**src/rtl/mips_pkg.sv**
```systemverilog
// Shared definitions for the MIPS core: PCSrc encodings, exception vectors,
// the IF/ID register layout and the supervisor-preserving PC increment.
package mips_pkg;

  localparam logic [2:0] PC_SEQ   = 3'b000;
  localparam logic [2:0] PC_BR    = 3'b001;
  localparam logic [2:0] PC_J     = 3'b010;
  localparam logic [2:0] PC_JR    = 3'b011;
  localparam logic [2:0] PC_ILLOP = 3'b100;
  localparam logic [2:0] PC_XADR  = 3'b101;

  localparam logic [31:0] RESET_PC = 32'h8000_0000;
  localparam logic [31:0] ILLOP_PC = 32'h8000_0004;
  localparam logic [31:0] XADR_PC  = 32'h8000_0008;
  localparam logic [31:0] NOP      = 32'h0000_0000;

  typedef struct packed {
    logic [31:0] instr;
    logic [31:0] pc_plus4;
    logic        valid;
  } if_id_t;

  // Bit 31 is the supervisor flag; only the low 31 bits count and wrap.
  function automatic logic [31:0] pc_inc(input logic [31:0] pc);
    return {pc[31], pc[30:0] + 31'd4};
  endfunction

endpackage

```
**src/rtl/sync2.sv**
```systemverilog
// Two-flop synchroniser for a level signal from another clock domain.
module sync2 (
  input  logic clk,
  input  logic rst,
  input  logic d,
  output logic q
);

  logic meta;

  always_ff @(posedge clk or posedge rst) begin
    if (rst) begin
      meta <= 1'b0;
      q    <= 1'b0;
    end else begin
      meta <= d;
      q    <= meta;
    end
  end

endmodule

```
**src/rtl/if_stage.sv**
```systemverilog
// Instruction-fetch stage: PC register, next-PC selection, IF/ID register and
// the synchronised, supervisor-masked interrupt request.
module if_stage
  import mips_pkg::*;
(
  input  logic        clk,
  input  logic        reset,
  input  logic        stall,
  input  logic [2:0]  pc_src,
  input  logic        branch_taken,
  input  logic [31:0] branch_target,
  input  logic [31:0] jump_target,
  input  logic [31:0] reg_target,
  input  logic        irq_req,
  output logic [31:0] imem_addr,
  input  logic [31:0] imem_rdata,
  output logic [31:0] if_id_instr,
  output logic [31:0] if_id_pc_plus4,
  output logic        if_id_valid,
  output logic        irq
);

  logic [31:0] pc;
  logic [31:0] pc_plus4;
  logic [31:0] redirect_pc;
  logic [2:0]  eff_src;
  logic        redirect;
  logic        irq_s;
  if_id_t      if_id;

  assign pc_plus4  = pc_inc(pc);
  assign imem_addr = pc;

  // A bubble in IF/ID carries no decoded control, so its PCSrc is ignored.
  assign eff_src = if_id.valid ? pc_src : PC_SEQ;

  always_comb begin
    redirect    = 1'b0;
    redirect_pc = pc_plus4;
    case (eff_src)
      PC_BR: begin
        if (branch_taken) begin
          redirect    = 1'b1;
          redirect_pc = branch_target;
        end
      end
      PC_J: begin
        redirect    = 1'b1;
        redirect_pc = jump_target;
      end
      PC_JR: begin
        redirect    = 1'b1;
        redirect_pc = reg_target;
      end
      PC_ILLOP: begin
        redirect    = 1'b1;
        redirect_pc = ILLOP_PC;
      end
      PC_XADR: begin
        redirect    = 1'b1;
        redirect_pc = XADR_PC;
      end
      default: ;
    endcase
  end

  // Flow control: a redirect overrides stall and squashes the wrong-path
  // fetch; otherwise stall holds PC and IF/ID; otherwise one fetch per cycle.
  always_ff @(posedge clk or posedge reset) begin
    if (reset) begin
      pc <= RESET_PC;
    end else if (redirect) begin
      pc <= redirect_pc;
    end else if (!stall) begin
      pc <= pc_plus4;
    end
  end

  always_ff @(posedge clk or posedge reset) begin
    if (reset) begin
      if_id.instr    <= NOP;
      if_id.pc_plus4 <= 32'h0;
      if_id.valid    <= 1'b0;
    end else if (redirect) begin
      if_id.instr <= NOP;
      if_id.valid <= 1'b0;
    end else if (!stall) begin
      if_id.instr    <= imem_rdata;
      if_id.pc_plus4 <= pc_plus4;
      if_id.valid    <= 1'b1;
    end
  end

  assign if_id_instr    = if_id.instr;
  assign if_id_pc_plus4 = if_id.pc_plus4;
  assign if_id_valid    = if_id.valid;

  sync2 u_irq_sync (
    .clk (clk),
    .rst (reset),
    .d   (irq_req),
    .q   (irq_s)
  );

  // Interrupts are only taken against a real user-mode instruction.
  assign irq = irq_s & if_id.valid & ~if_id.pc_plus4[31];

endmodule
```
**config.mk**
```make
export PLATFORM = sky130hd
export DESIGN_NAME = if_stage
export DESIGN_NICKNAME = d
export VERILOG_FILES = /design/src/rtl/mips_pkg.sv /design/src/rtl/sync2.sv /design/src/rtl/if_stage.sv
export SDC_FILE = /design/constraint.sdc
export NUM_CORES = 1
export LEC_CHECK = 0
export BUFFER_PORTS_ARGS = -buffer_cell sky130_fd_sc_hd__buf_2
export CAP_MARGIN = 20
export CORE_UTILIZATION = 32
export CTS_CLUSTER_SIZE = 12
export DETAILED_ROUTE_END_ITERATION = 8
export HOLD_SLACK_MARGIN = 0.15
export MAX_ROUTING_LAYER = met4
export PLACE_DENSITY_LB_ADDON = 0.3
export SYNTH_ARGS = -nofsm -noshare
export SYNTH_HDL_FRONTEND = slang
export SYNTH_SLANG_ARGS = --single-unit
```
**constraint.sdc**
```tcl
create_clock -name clk -period 4.7 [get_ports clk]
set_input_delay 0.94 -clock clk [delete_from_list [all_inputs] [get_ports clk]]
set_output_delay 0.94 -clock clk [all_outputs]
set_load 0.05 [all_outputs]
```
==> flow_summary_export.csv <==
group,metric,value,unit
yosys,synth-edff-count,0,
timing,max-slew-margin-rel,32.7,%
clocking,numCtsBuffers,9,
drt,detail-route-antenna-nets,0,
global_route,antenna_found_initial,1,
yosys,synthFlopType,"sky130_fd_sc_hd__dfrtp_1",
drt,firstDrtPassIters,6,
timing,setup-tns-final,0,ns
yosys,most_frequent_cell_after_synthesis,"sky130_fd_sc_hd__dfrtp_1",
drt,vias_per_cell,5.43,
drt,wl_met1,8.01,mm
setup_path,cp.required,4.98,ns
timing,maxClockFrequency,362,MHz
cells_and_area,num-nets-final,903,
floorplan,die_x,131,um
drt,routedWlPerCell,18.3,um
yosys,netlist-cell-type-count,58,
drt,met2_wirelength,8.53,mm
floorplan,die_h,131,um
clocking,clk-insertion-delay-late,0.35,ns
yosys,synth_area_per_cell,9.54,sq um
cells_and_area,layout-drive-gt1-share,35.0,%
timing,fin_worst_skew,0.00922,ns
setup_path,timing.critical_path.arrival,3.04,ns
power,leakagePower,3.29,nW
global_route,grt_max_degree,76,
yosys,synthCells,560,
floorplan,fp.dieArea,17200,sq um
clocking,cts-root-buf,"sky130_fd_sc_hd__clkbuf_16",
floorplan,core_rows,46,
timing,finalSetupViolCount,0,
cells_and_area,syn_to_final_growth,30.4,%
clocking,cts_resized,0,
timing,grt_setup_unrepaired,"false",
clocking,clock_tree.buffer_depth,2,
timing,timing.final.hold_violations,0,
floorplan,pin_count,234,
yosys,seq_area_frac_synth,46.4,%
yosys,synth_async_sr_flop_share,100,%
yosys,yosys_register_bits,99,
clocking,ctsHoldBuffers,0,
place,gp_routability_congestion,0.764,
timing,tightestPinTransition,1.01,ns
setup_path,setup.worst_path.start_class,"input pin",
place,place.port_buffers,233,
global_route,overflow,0,
drt,met3WireLength,1.30,mm
timing,final_max_slew_viol_count,0,
drt,drt_iter0_markers,394,
clocking,postCtsSetupBuffers,0,
yosys,portion_of_synthesized_cell_area_occupied_by_the_leading_cell_type,45.9,%
status,run_status,"complete, no violations",
clocking,clock_sinks,99,
floorplan,initial_core_util,33.2,%
yosys,synth_nets,697,
cells_and_area,fin_util,43.2,%
place,hpwlAfterDp,13.4,mm
yosys,synth.largest_area_cell,"sky130_fd_sc_hd__dfrtp_1",
drt,wirelength,18.1,mm
global_route,first_global_vias,5188,
yosys,synth_commonest_cells,"98 x sky130_fd_sc_hd__dfrtp_1, 58 x sky130_fd_sc_hd__nor2_1, 52 x sky130_fd_sc_hd__nand2_1",
power,ir_drop,0.000223,V
clocking,clk_pin_slew_worst_paths,0.07,ns
floorplan,floorplan.core_area,16100,sq um
drt,dr.max_layer_used,"met4",
worst_hold_path,min-delay-path-class,"reg -> reg",
power,power.density_cell_area,524,nW/um^2
yosys,post_synth_instance_area,5340,sq um
yosys,yosys_warnings,0,
timing,hold-worst-slack,0.358,ns
drt,detailroute.via_count,5367,
power,p_total,3.65,mW
global_route,globalRouteTotalUtil,21.9,%
setup_path,worst_setup_path_end_kind,"flip-flop",
drt,drc,0,
setup_path,critical_path_class,"in -> reg",
timing,share_of_the_cycle_needed_by_the_critical_path_after_routing,58.8,%
yosys,post_synth_main_area_contributors,"sky130_fd_sc_hd__dfrtp_1 46%, sky130_fd_sc_hd__mux2i_1 6.7%, sky130_fd_sc_hd__a222oi_1 4.1%, sky130_fd_sc_hd__nor2_1 4.1%, sky130_fd_sc_hd__nand2_1 3.7%",
clocking,cts_max_level,3,
global_route,first_pass_grt_wire_length,28.6,mm
setup_path,max_fanout_on_critical_path,28,
clocking,cts_tree,"built",
job,maxCapViolations,0,
timing,final.min_clock_period,2.76,ns
## sequential cells by signal, summed over array words and instances (netlist names)
| name | cells |
|---|---|
| if_id_valid | 1 |
| imem_addr | 32 |
| u_irq_sync.meta | 1 |
| if_id_instr | 32 |
| if_id_pc_plus4 | 32 |
| u_irq_sync.q | 1 |
## cell usage in the layout, fill, tap and decap left out, drive strengths merged, types with 5 or more instances in the layout
cell type / n
a222oi: 22
buf: 241
nor3: 8
clkbuf: 13
o21ai: 35
nor2: 58
nor4: 6
xor2: 5
xnor2: 16
or4: 25
dfrtp: 98
a31oi: 14
or3: 10
o31ai: 5
mux2i: 36
inv: 6
nand4: 13
nand3: 26
a21oi: 6
nand2: 53
o211ai: 15
## cells by family (layout without fill, tap and decap cells)
logic type / after synthesis / count (layout) / synth area share, %
and+or+nand+nor: 226 / 226 / 22.4
adders and majority gates: 1 / 1 / 0.234
other: 0 / 1 / 0
xor gates and xnor gates: 21 / 21 / 3.44
DFF: 99 / 99 / 46.4
AOI/OAI and AO/OA: 125 / 125 / 16.7
buffers and inverters: 52 / 263 / 4.14
muxes: 36 / 36 / 6.74
## power by group
part,leakage (nW),switching [mW],total (mW),internal (mW)
logic,1.89,1.19,1.59,0.400
clock network,0.144,0.318,0.745,0.427
registers,1.25,0.257,1.32,1.07
## area by class of cell
class	instances	area (sq um)
Timing Repair Buffer	241	1230
Multi-Input combinational cell	409	2670
Sequential cell	99	2480
Antenna cell	1	2.50
Clock inverter	3	40.0
Inverter	6	25.0
Tap cell	216	270
Fill cell	1635	9150
Clock buffer	13	250
## metal layers
metal	up-vias	GRT usage, %
li1	2529	-
met2	231	34.8
met3	17	4.24
met1	2590	28.1
met4	0	6.47
met5	-	-
## critical path, stage by stage
cell and delay [ns]:
sky130_fd_sc_hd__buf_2 0.20, sky130_fd_sc_hd__a211oi_1 0.69, sky130_fd_sc_hd__o21ai_2 0.31, sky130_fd_sc_hd__buf_4 0.31
sky130_fd_sc_hd__or4_1 0.48, sky130_fd_sc_hd__nand3_1 0.10
## metrics by stage
step | instances | instance area [sq um] | setup WS (ns)
2_1_floorplan | 560 | 5340 | 1.17
3_3_place_gp | 971 | 6670 | 1.66
3_5_place_dp | 971 | 6670 | 1.58
4_1_cts | 987 | 6960 | 1.94
5_1_grt | 988 | 6970 | 1.76
6_report | 988 | 6970 | 1.94
## worst paths after layout
| kind | from | endpoint | slack, ns | depth (start not counted) |
|---|---|---|---|---|
| worst max-delay path | pc_src[0] | if_id_pc_plus4[25]$_DFFE_PP0P_ | 1.94 | 6 |
| worst min-delay path | u_irq_sync.meta$_DFF_PP0_ | u_irq_sync.q$_DFF_PP0_ | 0.36 | 0 |
| worst max register to register | imem_addr[2]$_DFFE_PP0P_ | imem_addr[28]$_DFFE_PP0P_ | 2.08 | 5 |
| worst min register to register | u_irq_sync.meta$_DFF_PP0_ | u_irq_sync.q$_DFF_PP0_ | 0.36 | 0 |
| max in group asynchronous | reset | if_id_pc_plus4[10]$_DFFE_PP0P_ | 2.97 | 3 |
| min in group asynchronous | reset | if_id_instr[3]$_DFFE_PP0P_ | 0.82 | 2 |
Power figures use the tool's default switching activity.
